==> src/rtl/traffic_light_sequencer.sv <==
// Multi-approach traffic light sequencer: demand-driven approach selection,
// green extension while no other approach waits, all-red clearance and flashing-yellow maintenance.
module traffic_light_sequencer #(
  parameter int unsigned NUM_DIRS       = 4,
  parameter int unsigned GREEN_CYCLES   = 8,
  parameter int unsigned YELLOW_CYCLES  = 3,
  parameter int unsigned ALL_RED_CYCLES = 2,
  parameter int unsigned FLASH_CYCLES   = 4,
  parameter int unsigned CNT_W          = 8,
  localparam int unsigned DIR_W         = (NUM_DIRS > 1) ? $clog2(NUM_DIRS) : 1
) (
  input  logic                clock,
  input  logic                reset_n,
  input  logic                enable,
  input  logic                flash_mode,
  input  logic [NUM_DIRS-1:0] demand,
  output logic [NUM_DIRS-1:0] red,
  output logic [NUM_DIRS-1:0] yellow,
  output logic [NUM_DIRS-1:0] green,
  output logic [DIR_W-1:0]    active_dir,
  output logic [1:0]          phase
);

  typedef enum logic [1:0] {
    ST_ALL_RED = 2'b00,
    ST_GREEN   = 2'b01,
    ST_YELLOW  = 2'b10,
    ST_FLASH   = 2'b11
  } state_t;

  localparam logic [CNT_W-1:0] GREEN_LOAD   = CNT_W'(GREEN_CYCLES - 1);
  localparam logic [CNT_W-1:0] YELLOW_LOAD  = CNT_W'(YELLOW_CYCLES - 1);
  localparam logic [CNT_W-1:0] ALL_RED_LOAD = CNT_W'(ALL_RED_CYCLES - 1);
  localparam logic [CNT_W-1:0] FLASH_LOAD   = CNT_W'(FLASH_CYCLES - 1);
  localparam logic [DIR_W-1:0] LAST_DIR     = DIR_W'(NUM_DIRS - 1);

  state_t              state, state_nxt;
  logic [CNT_W-1:0]    cnt, cnt_nxt;
  logic [DIR_W-1:0]    dir_nxt;
  logic [NUM_DIRS-1:0] pending, pending_nxt;
  logic                blink, blink_nxt;
  logic [NUM_DIRS-1:0] red_nxt, yellow_nxt, green_nxt;
  logic [NUM_DIRS-1:0] dir_mask, nxt_mask;
  logic [DIR_W-1:0]    grant, idx;
  logic                found, other_pend, cnt_done;

  assign phase = state;

  // State, counter, pending latch and lamp registers
  always_ff @(posedge clock or negedge reset_n) begin
    if (!reset_n) begin
      state      <= ST_ALL_RED;
      cnt        <= ALL_RED_LOAD;
      active_dir <= LAST_DIR;
      pending    <= '0;
      blink      <= 1'b0;
      red        <= '1;
      yellow     <= '0;
      green      <= '0;
    end else begin
      state      <= state_nxt;
      cnt        <= cnt_nxt;
      active_dir <= dir_nxt;
      pending    <= pending_nxt;
      blink      <= blink_nxt;
      red        <= red_nxt;
      yellow     <= yellow_nxt;
      green      <= green_nxt;
    end
  end

  // Next-state, counter, selection and lamp decode
  always_comb begin
    state_nxt  = state;
    cnt_nxt    = cnt;
    dir_nxt    = active_dir;
    blink_nxt  = blink;
    red_nxt    = '1;
    yellow_nxt = '0;
    green_nxt  = '0;
    found      = 1'b0;
    idx        = '0;
    cnt_done   = (cnt == '0);

    dir_mask   = NUM_DIRS'(1) << active_dir;
    other_pend = |(pending & ~dir_mask);

    // Clear beats set for the approach currently showing green
    pending_nxt = pending | demand;
    if (state == ST_GREEN) pending_nxt = pending_nxt & ~dir_mask;

    // Cyclic search from active_dir+1, wrapping to active_dir last
    grant = DIR_W'((32'(active_dir) + 32'd1) % NUM_DIRS);
    for (int unsigned k = 1; k <= NUM_DIRS; k++) begin
      idx = DIR_W'((32'(active_dir) + k) % NUM_DIRS);
      if (!found && pending[idx]) begin
        found = 1'b1;
        grant = idx;
      end
    end

    if (flash_mode) begin
      if (state != ST_FLASH) begin
        state_nxt = ST_FLASH;
        cnt_nxt   = FLASH_LOAD;
        blink_nxt = 1'b1;
      end else if (cnt_done) begin
        cnt_nxt   = FLASH_LOAD;
        blink_nxt = ~blink;
      end else begin
        cnt_nxt = cnt - CNT_W'(1);
      end
    end else if (state == ST_FLASH) begin
      state_nxt = ST_ALL_RED;
      cnt_nxt   = ALL_RED_LOAD;
    end else if (enable) begin
      if (!cnt_done) begin
        cnt_nxt = cnt - CNT_W'(1);
      end else begin
        unique case (state)
          ST_ALL_RED: begin
            state_nxt = ST_GREEN;
            cnt_nxt   = GREEN_LOAD;
            dir_nxt   = grant;
          end
          ST_GREEN: begin
            if (other_pend) begin
              state_nxt = ST_YELLOW;
              cnt_nxt   = YELLOW_LOAD;
            end
          end
          ST_YELLOW: begin
            state_nxt = ST_ALL_RED;
            cnt_nxt   = ALL_RED_LOAD;
          end
          default: state_nxt = ST_ALL_RED;
        endcase
      end
    end

    nxt_mask = NUM_DIRS'(1) << dir_nxt;
    unique case (state_nxt)
      ST_GREEN: begin
        red_nxt   = ~nxt_mask;
        green_nxt = nxt_mask;
      end
      ST_YELLOW: begin
        red_nxt    = ~nxt_mask;
        yellow_nxt = nxt_mask;
      end
      ST_FLASH: begin
        red_nxt    = '0;
        yellow_nxt = blink_nxt ? '1 : '0;
      end
      default: red_nxt = '1;
    endcase
  end

endmodule

==> config.mk <==
export PLATFORM = sky130hd
export DESIGN_NAME = traffic_light_sequencer
export DESIGN_NICKNAME = d
export VERILOG_FILES = /design/src/rtl/traffic_light_sequencer.sv
export SDC_FILE = /design/constraint.sdc
export NUM_CORES = 1
export LEC_CHECK = 0
export ABC_AREA = 1
export CAP_MARGIN = 30
export CORE_MARGIN = 5
export CORE_UTILIZATION = 60
export DETAILED_ROUTE_END_ITERATION = 7
export PLACE_DENSITY = 0.85
export SLEW_MARGIN = 20
export SYNTH_ARGS = -nofsm -noshare
export SYNTH_HDL_FRONTEND = slang
export SYNTH_SLANG_ARGS = --single-unit
==> constraint.sdc <==
create_clock -name clock -period 5 [get_ports clock]
set_input_delay 1 -clock clock [delete_from_list [all_inputs] [get_ports clock]]
set_output_delay 1 -clock clock [all_outputs]
set_load 0.005 [all_outputs]
==> metrics.md <==
| Metric | Value |
|---|---|
| Ranking of synthesized cells by area | dfrtp_1 (28%), nand2_1 (12%), dfstp_2 (9.3%) |
| CTS tree | built |
| Crit. Startpoint | flash_mode |
| Pre-antenna DRT Iters | 4 |
| Synth warnings | 0 |
| IO Count | 24 |
| CP most frequent cell | nand2_1 |
| Maximum VDD drop | 0.3503 mV |
| Crit path cell chain | clkdlybuf4s50_1, nor2_1, nand2_1, nor2_4, nand3_1, nand2_1, nand2_2, inv_2, nand2_1, nand2_1, nand2_1 |
| Synth area leader | dfrtp_1 |
| Post-CTS Resized | 0 |
| Mapped Cells | 258 |
| Fin util | 0.7391 |
| Commonest non-fill, non-tap cell in the layout | nand2_1 |
| Slew Viols, Final | 0 |
| Worst slew pin tran | between 700 and 800 ps |
| Post-Syn Area per Cell | between 7 and 8 µm² |
| Crit share post-route | 0.5858 |
| Flop pwr share | 0.325 |
| Count of final hold-check violations | 0 |
| Yosys cell types | 30 |
| Post-Route Setup TNS | 0 ps |
| Die Wd | a little under 70 µm |
| Detailed placement HPWL | between 3000 and 4000 µm |
| Cell total after placement | 321 |
| Final Instance Count excl. Fillers | 329 |
| Die Area | between 0.004 and 0.005 mm² |
| Core box area | between 0.003 and 0.004 mm² |
| Hold Path Class | register to register |
| Synthesized area | about 0.002 mm² |
| Per-cell routed wire length | ~13 µm |
| Antenna Nets Post-Route | 0 |
| First-pass GRT wire length | around 7400 µm |
| Routability cong. | 0.8623 |
| Seq cells post-synth | 29 |
| Synth top area share | 0.2794 |
| Layout cells sized above 1 | 0.1404 |
| CTS Buf Count | 5 |
| Hold Crit Start | cnt[0] |
| Clock Latency Late Sink | approximately 340 ps |
| Worst setup SP type | input pin |
| Outcome | complete, no violations |
| Cell Int Power | ~0.00068 W |
| Max FO, Critical Path | 11 |
| Vias post-DR | 1752 |
| Finish-stage setup viols | 0 |
| Leak | approximately 1.1 nW |
| Pwr dens | 534.9 mW/mm² |
| Placement-stage cell area | 0.002235 mm² |
| MaxCap Viol Count | 0 |
| Seq/Total Area, Yosys | 0.3727 |
| Crit Reg-Reg Startpoint | active_dir[0] |
| Starting Density | 0.6351 |
| Hold Buf Count CTS | 0 |
| Clock slew at reported path FFs | roughly 80 ps |
| Slowest stage delay, CP | ~630 ps |
| Unrepaired setup endpoints after global routing | false |
| Crit path DAT | 3200 ps |
| Net switching power | between 0.0005 and 0.0006 W |
| Rel. slew slack | 0.5279 |
| Initial antenna violation count | 0 |
| CTS Buffer Depth | 2 |
| CP max-delay cell | nor2_1 |
| Pwr Total | about 0.0012 W |
| Crit Path Class | input pin to register |
| Port-buffer cells | 23 |
| Synth-to-Final Area Change | 16.38% |
| Finished Cell Area | between 0.002 and 0.0025 mm² |
| Required time worst endpoint | 5270 ps |
| # DRC | 0 |
| H-tree Lvls | 2 |
| Number of clock sinks | 29 |
| Max Clock Freq | ~340 MHz |
| Avg Vias per Cell | between 5 and 6 |
| Layout Skew | roughly 10 ps |
| Post-Route WL | approximately 4200 µm |
| Worst setup EP type | register |
| Die height | 67.31 µm |
| Buffers and inverters on the worst path | 2 |
| Clock share of power | 0.121 |
| CTS Root Cell | clkbuf_4 |
| Total global routing overflow | 0 |
| Syn_nets | 278 |
| Sw Share | 0.4485 |
| Commonest cells after routing, fill and taps aside | nand2_1 (61), nand3_1 (35), nor2_1 (25) |
| Vias in the first global route | around 1.6k |
| FP Rows | 20 |
| CP delay by family, top | simple AND/OR/NAND/NOR gates |
| All-Layer GR Usage | 0.2171 |
| Drt initial violations | 151 |
| Nets | 304 |
| Comb pwr share | 0.555 |
| # diodes | 0 |
| Largest net degree at the start of global routing | 30 |
| Fin crit period | a little under 3000 ps |
| Post-CTS setup buffers | 0 |
Yosys cell counts:
cell type and instances:
nor2_8 1, o22ai_1 1, or2_2 1, xor2_1 6, nor2_1 25, nor2_4 4
nand2_2 6, nand2_1 61, nand3_2 3, nand2_4 4, nand3_1 35, nand4_1 3
nand3b_1 2, a21oi_1 9, clkinv_1 3, o21ai_0 7, inv_4 1, dfstp_2 7
clkbuf_1 2, inv_2 4, nor2_2 2, inv_1 21, a31oi_1 1, buf_6 1
o211ai_1 1, dfrtp_1 22, nor3_1 3, buf_2 2, nor4_1 8, ha_1 12
state kept, by name, indices dropped and copies added (netlist names):
name	flops
cnt	8
green	4
pending	4
red	4
yellow	4
active_dir	2
phase	2
blink	1
cell families (layout without fill, tap and decap cells):
logic type	after synthesis	after routing	share of synthesized area
adder cells (fa/ha/maj)	12	12	0.07619
AO/OA/AOI/OAI	19	19	0.05080
flip-flops	29	29	0.3727
buffers and inverters	34	61	0.07111
XOR/XNOR	6	6	0.02667
AND/OR/NAND/NOR	158	158	0.4025
per-layer routing:
| layer | vias up | GRT usage | part of all wire | wire length [µm] |
|---|---|---|---|---|
| met5 | - | 0 | 0 | 0 |
| met4 | 0 | 0.07848 | 0.016 | 70 |
| met3 | 5 | 0.05491 | 0.056 | 239 |
| met2 | 53 | 0.3423 | 0.47 | 2009 |
| met1 | 800 | 0.2883 | 0.45 | 1925 |
| li1 | 894 | - | - | - |
worst min-delay path: stages (launching register included):
cell and delay (ps):
dfstp_2 380, nand3_1 70, nand2_1 50
final cells by class:
type	count	area, µm²
clock buffer	8	58.81
fill	262	809.5
inverter	29	111.4
multi-input combinational	195	1096
sequential	29	734.5
tap	44	55.05
timing repair buffer	24	237.7
path summary, 6_finish.rpt:
| kind | endpoint | slack (ps) | depth (start not counted) |
|---|---|---|---|
| setup / recovery | red[3] | 2070 | 11 |
| min in group asynchronous | cnt[3] | 1020 | 2 |
| hold / removal | cnt[0] | 510 | 2 |
| setup reg to reg | red[3] | 2400 | 13 |
| hold reg to reg | cnt[0] | 510 | 2 |
| max in group asynchronous | active_dir[1] | 3650 | 2 |
stage by stage:
step | hold WS [ps] | worst slack (ps)
finish | 509.6 | 2071
global route | 521.4 | 1878
CTS | 512.2 | 2082
detailed placement | 496.9 | 1741
global placement | 488.0 | 1783
floorplan | 474.1 | 2662
power groups by stage:
stage | registers [W] | logic [W] | clock network [W]
final | 0.000398 | 0.000681 | 0.000148
after global routing | 0.000410 | 0.000774 | 0.000166
after CTS | 0.000397 | 0.000683 | 0.000152
after detailed placement | 0.000401 | 0.000679 | 0
after global placement | 0.000400 | 0.000663 | 0
after floorplan | 0.000391 | 0.000472 | 0
Power figures use the tool's default switching activity.
